--- src/rtl/seq_div_8x4_pkg.sv ---
// Shared types and constants for the 8-bit by 4-bit sequential restoring divider.
package seq_div_8x4_pkg;

    localparam int DIVIDEND_W = 8;
    localparam int DIVISOR_W  = 4;
    localparam int ITER_N     = 8;
    localparam int CNT_W      = $clog2(ITER_N);

    localparam logic [DIVIDEND_W-1:0] DIV0_QUOT = 8'hFF;

    typedef enum logic [1:0] {
        IDLE = 2'd0,
        BUSY = 2'd1,
        DONE = 2'd2
    } state_t;

endpackage

--- src/rtl/seq_div_8x4_div_step.sv ---
// One restoring-division step: shift in the next dividend bit, subtract the divisor if it fits.
// Purely combinational; the caller guarantees the incoming partial remainder is below the divisor.
module div_step
    import seq_div_8x4_pkg::*;
(
    input  logic [DIVISOR_W-1:0] i_rem,
    input  logic                 i_bit,
    input  logic [DIVISOR_W-1:0] i_divisor,
    output logic [DIVISOR_W-1:0] o_rem,
    output logic                 o_q_bit
);

    logic [DIVISOR_W:0] w_trial;

    assign w_trial = {i_rem, i_bit};
    assign o_q_bit = (w_trial >= {1'b0, i_divisor});
    // The difference is below the divisor, so only the low bits are needed.
    assign o_rem   = o_q_bit ? (w_trial[DIVISOR_W-1:0] - i_divisor) : w_trial[DIVISOR_W-1:0];

endmodule

--- src/rtl/seq_div_8x4.sv ---
// Sequential 8/4 unsigned divider: result 8 edges after start (1 edge for divide-by-zero).
// start is honoured only in IDLE; requests during BUSY/DONE are dropped, not queued.
module seq_div_8x4
    import seq_div_8x4_pkg::*;
(
    input  logic                  clk,
    input  logic                  rst,
    input  logic                  start,
    input  logic [DIVIDEND_W-1:0] dividend,
    input  logic [DIVISOR_W-1:0]  divisor,
    output logic [DIVIDEND_W-1:0] quotient,
    output logic [DIVISOR_W-1:0]  remainder,
    output logic                  busy,
    output logic                  done,
    output logic                  div_by_zero
);

    state_t                  r_state;
    state_t                  w_state_nxt;
    logic [CNT_W-1:0]        r_cnt;
    logic [DIVIDEND_W-1:0]   r_work;
    logic [DIVISOR_W-1:0]    r_dvs;
    logic [DIVISOR_W-1:0]    r_prem;
    logic [DIVIDEND_W-1:0]   r_quot;
    logic [DIVISOR_W-1:0]    r_rem;
    logic                    r_dbz;

    logic [DIVISOR_W-1:0]    w_rem_nxt;
    logic                    w_q_bit;
    logic                    w_last;
    logic                    w_dvs_zero;

    div_step u_step (
        .i_rem     (r_prem),
        .i_bit     (r_work[DIVIDEND_W-1]),
        .i_divisor (r_dvs),
        .o_rem     (w_rem_nxt),
        .o_q_bit   (w_q_bit)
    );

    assign w_last     = (r_cnt == CNT_W'(ITER_N - 1));
    assign w_dvs_zero = (r_dvs == '0);

    always_ff @(posedge clk or posedge rst) begin
        if (rst) begin
            r_state <= IDLE;
        end else begin
            r_state <= w_state_nxt;
        end
    end

    always_comb begin
        w_state_nxt = r_state;
        case (r_state)
            IDLE:    if (start) w_state_nxt = BUSY;
            BUSY:    if (w_dvs_zero || w_last) w_state_nxt = DONE;
            DONE:    w_state_nxt = IDLE;
            default: w_state_nxt = IDLE;
        endcase
    end

    // r_work starts as the dividend and fills with quotient bits from the LSB as it shifts.
    always_ff @(posedge clk or posedge rst) begin
        if (rst) begin
            r_cnt  <= '0;
            r_work <= '0;
            r_dvs  <= '0;
            r_prem <= '0;
            r_quot <= '0;
            r_rem  <= '0;
            r_dbz  <= 1'b0;
        end else begin
            case (r_state)
                IDLE: begin
                    if (start) begin
                        r_work <= dividend;
                        r_dvs  <= divisor;
                        r_prem <= '0;
                        r_cnt  <= '0;
                        r_dbz  <= 1'b0;
                    end
                end
                BUSY: begin
                    if (w_dvs_zero) begin
                        r_quot <= DIV0_QUOT;
                        r_rem  <= r_work[DIVISOR_W-1:0];
                        r_dbz  <= 1'b1;
                    end else begin
                        r_work <= {r_work[DIVIDEND_W-2:0], w_q_bit};
                        r_prem <= w_rem_nxt;
                        r_cnt  <= r_cnt + CNT_W'(1);
                        if (w_last) begin
                            r_quot <= {r_work[DIVIDEND_W-2:0], w_q_bit};
                            r_rem  <= w_rem_nxt;
                        end
                    end
                end
                default: ;
            endcase
        end
    end

    assign quotient    = r_quot;
    assign remainder   = r_rem;
    assign div_by_zero = r_dbz;
    assign busy        = (r_state != IDLE);
    assign done        = (r_state == DONE);

endmodule
--- config.mk ---
export PLATFORM = sky130hd
export DESIGN_NAME = seq_div_8x4
export DESIGN_NICKNAME = d
export VERILOG_FILES = /design/src/rtl/seq_div_8x4_pkg.sv /design/src/rtl/seq_div_8x4_div_step.sv /design/src/rtl/seq_div_8x4.sv
export SDC_FILE = /design/constraint.sdc
export NUM_CORES = 1
export LEC_CHECK = 0
export CORE_AREA = 2 2 60 62
export CTS_CLUSTER_DIAMETER = 200
export CTS_CLUSTER_SIZE = 8
export DETAILED_ROUTE_END_ITERATION = 12
export DIE_AREA = 0 0 62 64
export GPL_TIMING_DRIVEN = 1
export PLACE_DENSITY_LB_ADDON = 0.08
export RECOVER_POWER = 100
export SYNTH_ARGS = -nofsm -noshare
export SYNTH_HDL_FRONTEND = slang
export SYNTH_SLANG_ARGS = --single-unit
export TNS_END_PERCENT = 50
--- constraint.sdc ---
create_clock -name clk -period 2.2 [get_ports clk]
set_input_delay 0.22 -clock clk [delete_from_list [all_inputs] [get_ports clk]]
set_output_delay 0.22 -clock clk [all_outputs]
set_load 0.05 [all_outputs]
After elaboration in Yosys (flattened, before gate mapping)
Index checks and enable logic that the tools add are counted.

Register bits: 34. Bits of input ports: 15. Output and inout port bits: 15. Word-level logic and storage cells: 49.

Add/sub/neg operators: 2. Magnitude comparators: 1. Eq/ne operators: 7. Muxes and demuxes: 20. Reductions and logical operators: 11.

Operators by type and width (number): $mux 8 (4); $mux 4 (5); $pmux 8 s2 (1); $ne 2x2->1 const B (4); $pmux 4 s2 (1); $mux 3 (2); $pmux 3 s2 (1); $reduce_and 2->1 (3); $reduce_and 3->1 (2); $reduce_bool 2->1 (3); $ge 5x4->1 (1); $logic_not 4->1 (1); $mux 2 (2); $pmux 2 s2 (1); $sub 4x4->4 (1); $add 3x1->3 const B (1); $eq 3x3->1 const B (1); $eq 2x1->1 const B (1); $eq 2x2->1 const B (1); $logic_not 2->1 (1); $mux 1 (2); $pmux 1 s2 (1); $logic_or 1x1->1 (1).

Depth between registers and ports, before layout
Depth after elaboration: 4. Gate-level depth with buffers: 7. Depth with buffers taken out: 7.

Hierarchy
A second synthesis with hierarchy kept.

Cells, all modules: 142. Area, all modules: 1646.6 um^2.

Modules (own cells, without submodules): seq_div_8x4 (instances 1, cells an instance 114, area an instance 1422.6 um^2, sequential area each 850.8 um^2); div_step (instances 1, cells an instance 28, area an instance 224.0 um^2, sequential area each 0.0 um^2).

Least setup slack after synthesis
No wires, ideal clock.

Path kind: register -> register. Start: register r_dvs[2]. End: register r_rem[0], in the netlist remainder[0]. Library setup time: 0.124 ns. Data arrival time: 1.781 ns. Data required time: 2.076 ns. Slack: 0.295 ns. Stages on the path, launching flop included: 8. Path buffers: 0. Clock period less this slack: 1.905 ns. Cell sequence: dfrtp_1 -> inv_1 -> ha_1 -> a21o_1 -> a31o_2 -> a21boi_4 -> mux2i_1 -> o31a_1.

Word-level cells in the longest chain between the ends: 4. Elaborated cells between the ends (all ways): 7. Classes of those cells: 1 x order compare; 3 x mux; 3 x reduce/logical.

Ends and longest elaborated chain: start, declared (RTL line seq_div_8x4.sv:22) `logic [DIVISOR_W-1:0] r_dvs;`; start signal, assigned (RTL line seq_div_8x4.sv:77) `r_dvs <= divisor;`; $ge 5x4->1 (RTL line seq_div_8x4_div_step.sv:16) `assign o_q_bit = (w_trial >= {1'b0, i_divisor});`; $mux 4 (RTL line seq_div_8x4_div_step.sv:18) `assign o_rem = o_q_bit ? (w_trial[DIVISOR_W-1:0] - i_divisor) : w_trial[DIVISOR_W-1:0];`; $mux 4 (RTL line seq_div_8x4.sv:92) `if (w_last) begin`; $mux 4 (RTL line seq_div_8x4.sv:84) `if (w_dvs_zero) begin`; end signal, assigned (RTL line seq_div_8x4.sv:86) `r_rem <= r_work[DIVISOR_W-1:0];`; end signal, assigned (RTL line seq_div_8x4.sv:94) `r_rem <= w_rem_nxt;`; end, declared (RTL line seq_div_8x4.sv:25) `logic [DIVISOR_W-1:0] r_rem;`.

Several ways; a longest one is shown, not always the timed one. The select of a mux whose other input is x is not followed. A chain may end at the register's enable or synchronous reset.

Worst setup path after layout
Ends and elaborated chain as after synthesis.

==> key figures <==
Critical path
  – CP Buf/Inv Count: 1
  – Cells along the critical path: inv_1 > ha_1 > a21o_1 > a31o_2 > a21boi_4 > mux2i_1 > o31a_1
  – Crit-path max cell delay: 0.41 ns
  – Crit Path Category: reg -> reg
  – WP data arrival: 2.26 ns
  – CP endpoint kind: flop
  – R2R setup slack: 0.18 ns
  – Worst Setup Start Kind: flop
  – Max stage delay cell, worst path: dfrtp_1
  – Crit-path max FO: 6
  – Critical Path RT: 2.43 ns
  – Critical path's top delay family: compound AO/OA/AOI/OAI gates

Global route
  – Vias in the first global route: 1366
  – Maximum number of pins on one net before global-route repair: 35
  – GRT Overall Usage: 21.0%
  – First-pass GRT wire length: 6220 um
  – Antenna violations before repair: 0
  – Total grt overflow: 0

Synthesis
  – Synthesized flop and latch total: 34
  – Synth Instances: 166
  – Sequential fraction of the synthesis area: 50.5%
  – Post-synth ARST share: 100%
  – YS warnings: 0
  – Count of different cell masters after synthesis: 33
  – Yosys top cell area share: 50.5%
  – Synthesized net count: 188
  – Ranking of synthesized cells by area: dfrtp_1 (51%), nand2_1 (8.0%), mux2i_1 (6.5%), ha_1 (4.5%), o21ai_0 (3.9%)
  – Syn avg cell area: 10.1 um2
  – Main synth FF type: dfrtp_1
  – Synthesized area: 0.00168 mm2
  – Largest area contributor in the netlist: dfrtp_1
  – Number of synthesized flops with an enable pin: 0

CTS
  – Post-CTS Resized: 0
  – Worst-path clk slew: 0.10 ns
  – Num CTS Buffers: 5
  – CTS Root Cell: clkbuf_4
  – CTS Sinks: 34
  – Setup fix buffers added after clock tree synthesis: 0
  – H-tree depth: 2
  – Bufs on Longest Clock Path: 2
  – Clk_lat worst skew: 0.34 ns
  – TritonCTS clock tree: done
  – Cts hold-fix bufs: 0

Layout
  – Multi-input gate area: 769 um2
  – Antenna diode count: 0
  – Area growth from synthesis to layout: 23.9%
  – Non-Filler Instances: 250
  – Final Net Count: 225
  – Reg area: 851 um2
  – Final-layout fill cell count: 296
  – Fraction of layout cells with a size suffix above 1: 8.33%
  – Core Util, Final: 63.5%

Timing
  – Period minus WS final: 2.02 ns
  – Slew HR: 45.6%
  – Fmax: 494 MHz
  – Final setup viols: 0
  – Setup tns final: 0 ns
  – Clock Skew: 0.00800 ns
  – Worst hold slack: 0.490 ns
  – Tcrit/Tclk final: 92.0%
  – Fin. Hold Viols: 0
  – Worst-Margin Slew: 0.816 ns
  – Final slew viol count: 0
  – Unrepaired setup endpoints after global routing: no
  – Fin worst setup slack: 0.175 ns

Placed design
  – Dpl hpwl: 2730 um
  – Setup WS pre-CTS: 0.171 ns
  – Gp weighted congestion: 0.863
  – Placed cells: 242
  – I/O Buffers: 29

Route
  – Vias/cell: 5.47
  – Wirelength, routed: 3650 um
  – Post-route ant nets: 0
  – DRT iter0 DRCs: 51
  – # DRC: 0
  – Post-DR wirelength/cell: 14.6 um
  – First drt pass iteration count: 4
  – Via count of the routed design: 1368

Run
  – Max Cap Viol: 0

Die
  – Core Box Area: 0.00328 mm2
  – Die H: 64 um
  – Top Ports: 30
  – Effective utilization at floorplan: 51.3%
  – Die Width: 62 um
  – Std-Cell Rows: 21
  – Die area: 0.00397 mm2

Power and ir drop
  – Leakage: 0.000942 uW
  – Peak VDD IR: 0.000804 V
  – Power per Cell Area: 1790 mW/mm2

Outcome
  – Status: finished clean

Worst hold path
  – Worst hold path type: in -> reg
flip-flops by register name, indices dropped and copies added (netlist names):
register	flops
div_by_zero	1
quotient	8
r_cnt	3
r_dvs	4
r_prem	4
r_state	2
r_work	8
remainder	4
cell usage after synthesis, types with 3 or more instances:
cell type	n
o21ai_0	13
clkbuf_1	3
a21oi_1	3
dfrtp_1	34
nand2_1	36
mux2i_1	11
o22ai_1	3
nor2_1	6
inv_1	7
nand3_1	9
nand2b_1	3
ha_1	6
a31oi_1	3
mux2_2	4
where the power goes:
group	switching (uW)	internal, uW
logic	1360	847
clock network	210	155
registers	235	924
total	1810	1930
worst paths after layout:
kind | from | cells after the start | to
max in group asynchronous | rst | 3 | r_prem[0]
min reg2reg | r_work[7] | 2 | r_work[7]
max | r_dvs[2] | 7 | remainder[0]
max reg2reg | r_dvs[2] | 7 | remainder[0]
min | divisor[2] | 2 | r_dvs[2]
min in group asynchronous | rst | 3 | r_work[7]
cells by family after synthesis:
logic type | count (synthesis) | synth area share [%]
simple gates | 60 | 16.3
mux | 15 | 9.21
flops | 34 | 50.5
xor+xnor | 2 | 1.04
fa+ha+maj | 7 | 5.65
buf+inv | 13 | 3.27
compound gates | 35 | 14.0
per-stage QoR:
step,power (uW),instance area (um2)
6_report,3730,2090
5_1_grt,4020,2090
4_1_cts,3860,2120
3_5_place_dp,3490,2060
3_3_place_gp,3410,2060
2_1_floorplan,2830,1680
per-layer routing:
layer,wire length (um),global-route usage (%)
met4,72,8.78
met1,1700,28.8
met3,168,4.66
met2,1710,31.5
met5,0,0
layout by cell type, fill, tap and decap left out, types with 4 or more instances in the layout:
| master | Yosys | layout |
|---|---|---|
| mux2_2 | 4 | 4 |
| dfrtp_1 | 34 | 34 |
| nor2_1 | 6 | 8 |
| nand2_1 | 36 | 36 |
| mux2i_1 | 11 | 11 |
| ha_1 | 6 | 6 |
| inv_1 | 7 | 7 |
| nand3_1 | 9 | 9 |
| clkdlybuf4s50_1 | 0 | 13 |
| dlygate4sd3_1 | 0 | 16 |
| a21oi_1 | 3 | 4 |
| o21ai_0 | 13 | 13 |
| clkbuf_1 | 3 | 5 |
| clkbuf_4 | 0 | 5 |
layout make-up:
type | count | share of cell area (%)
Timing Repair Buffer | 36 | 15.5
Clock inverter | 1 | 0.240
Clock buffer | 7 | 2.64
Multi-Input combinational cell | 119 | 36.9
Inverter | 7 | 1.26
Sequential cell | 34 | 40.8
Tap cell | 46 | 2.76
No activity file was read; power rests on OpenSTA's default activity.
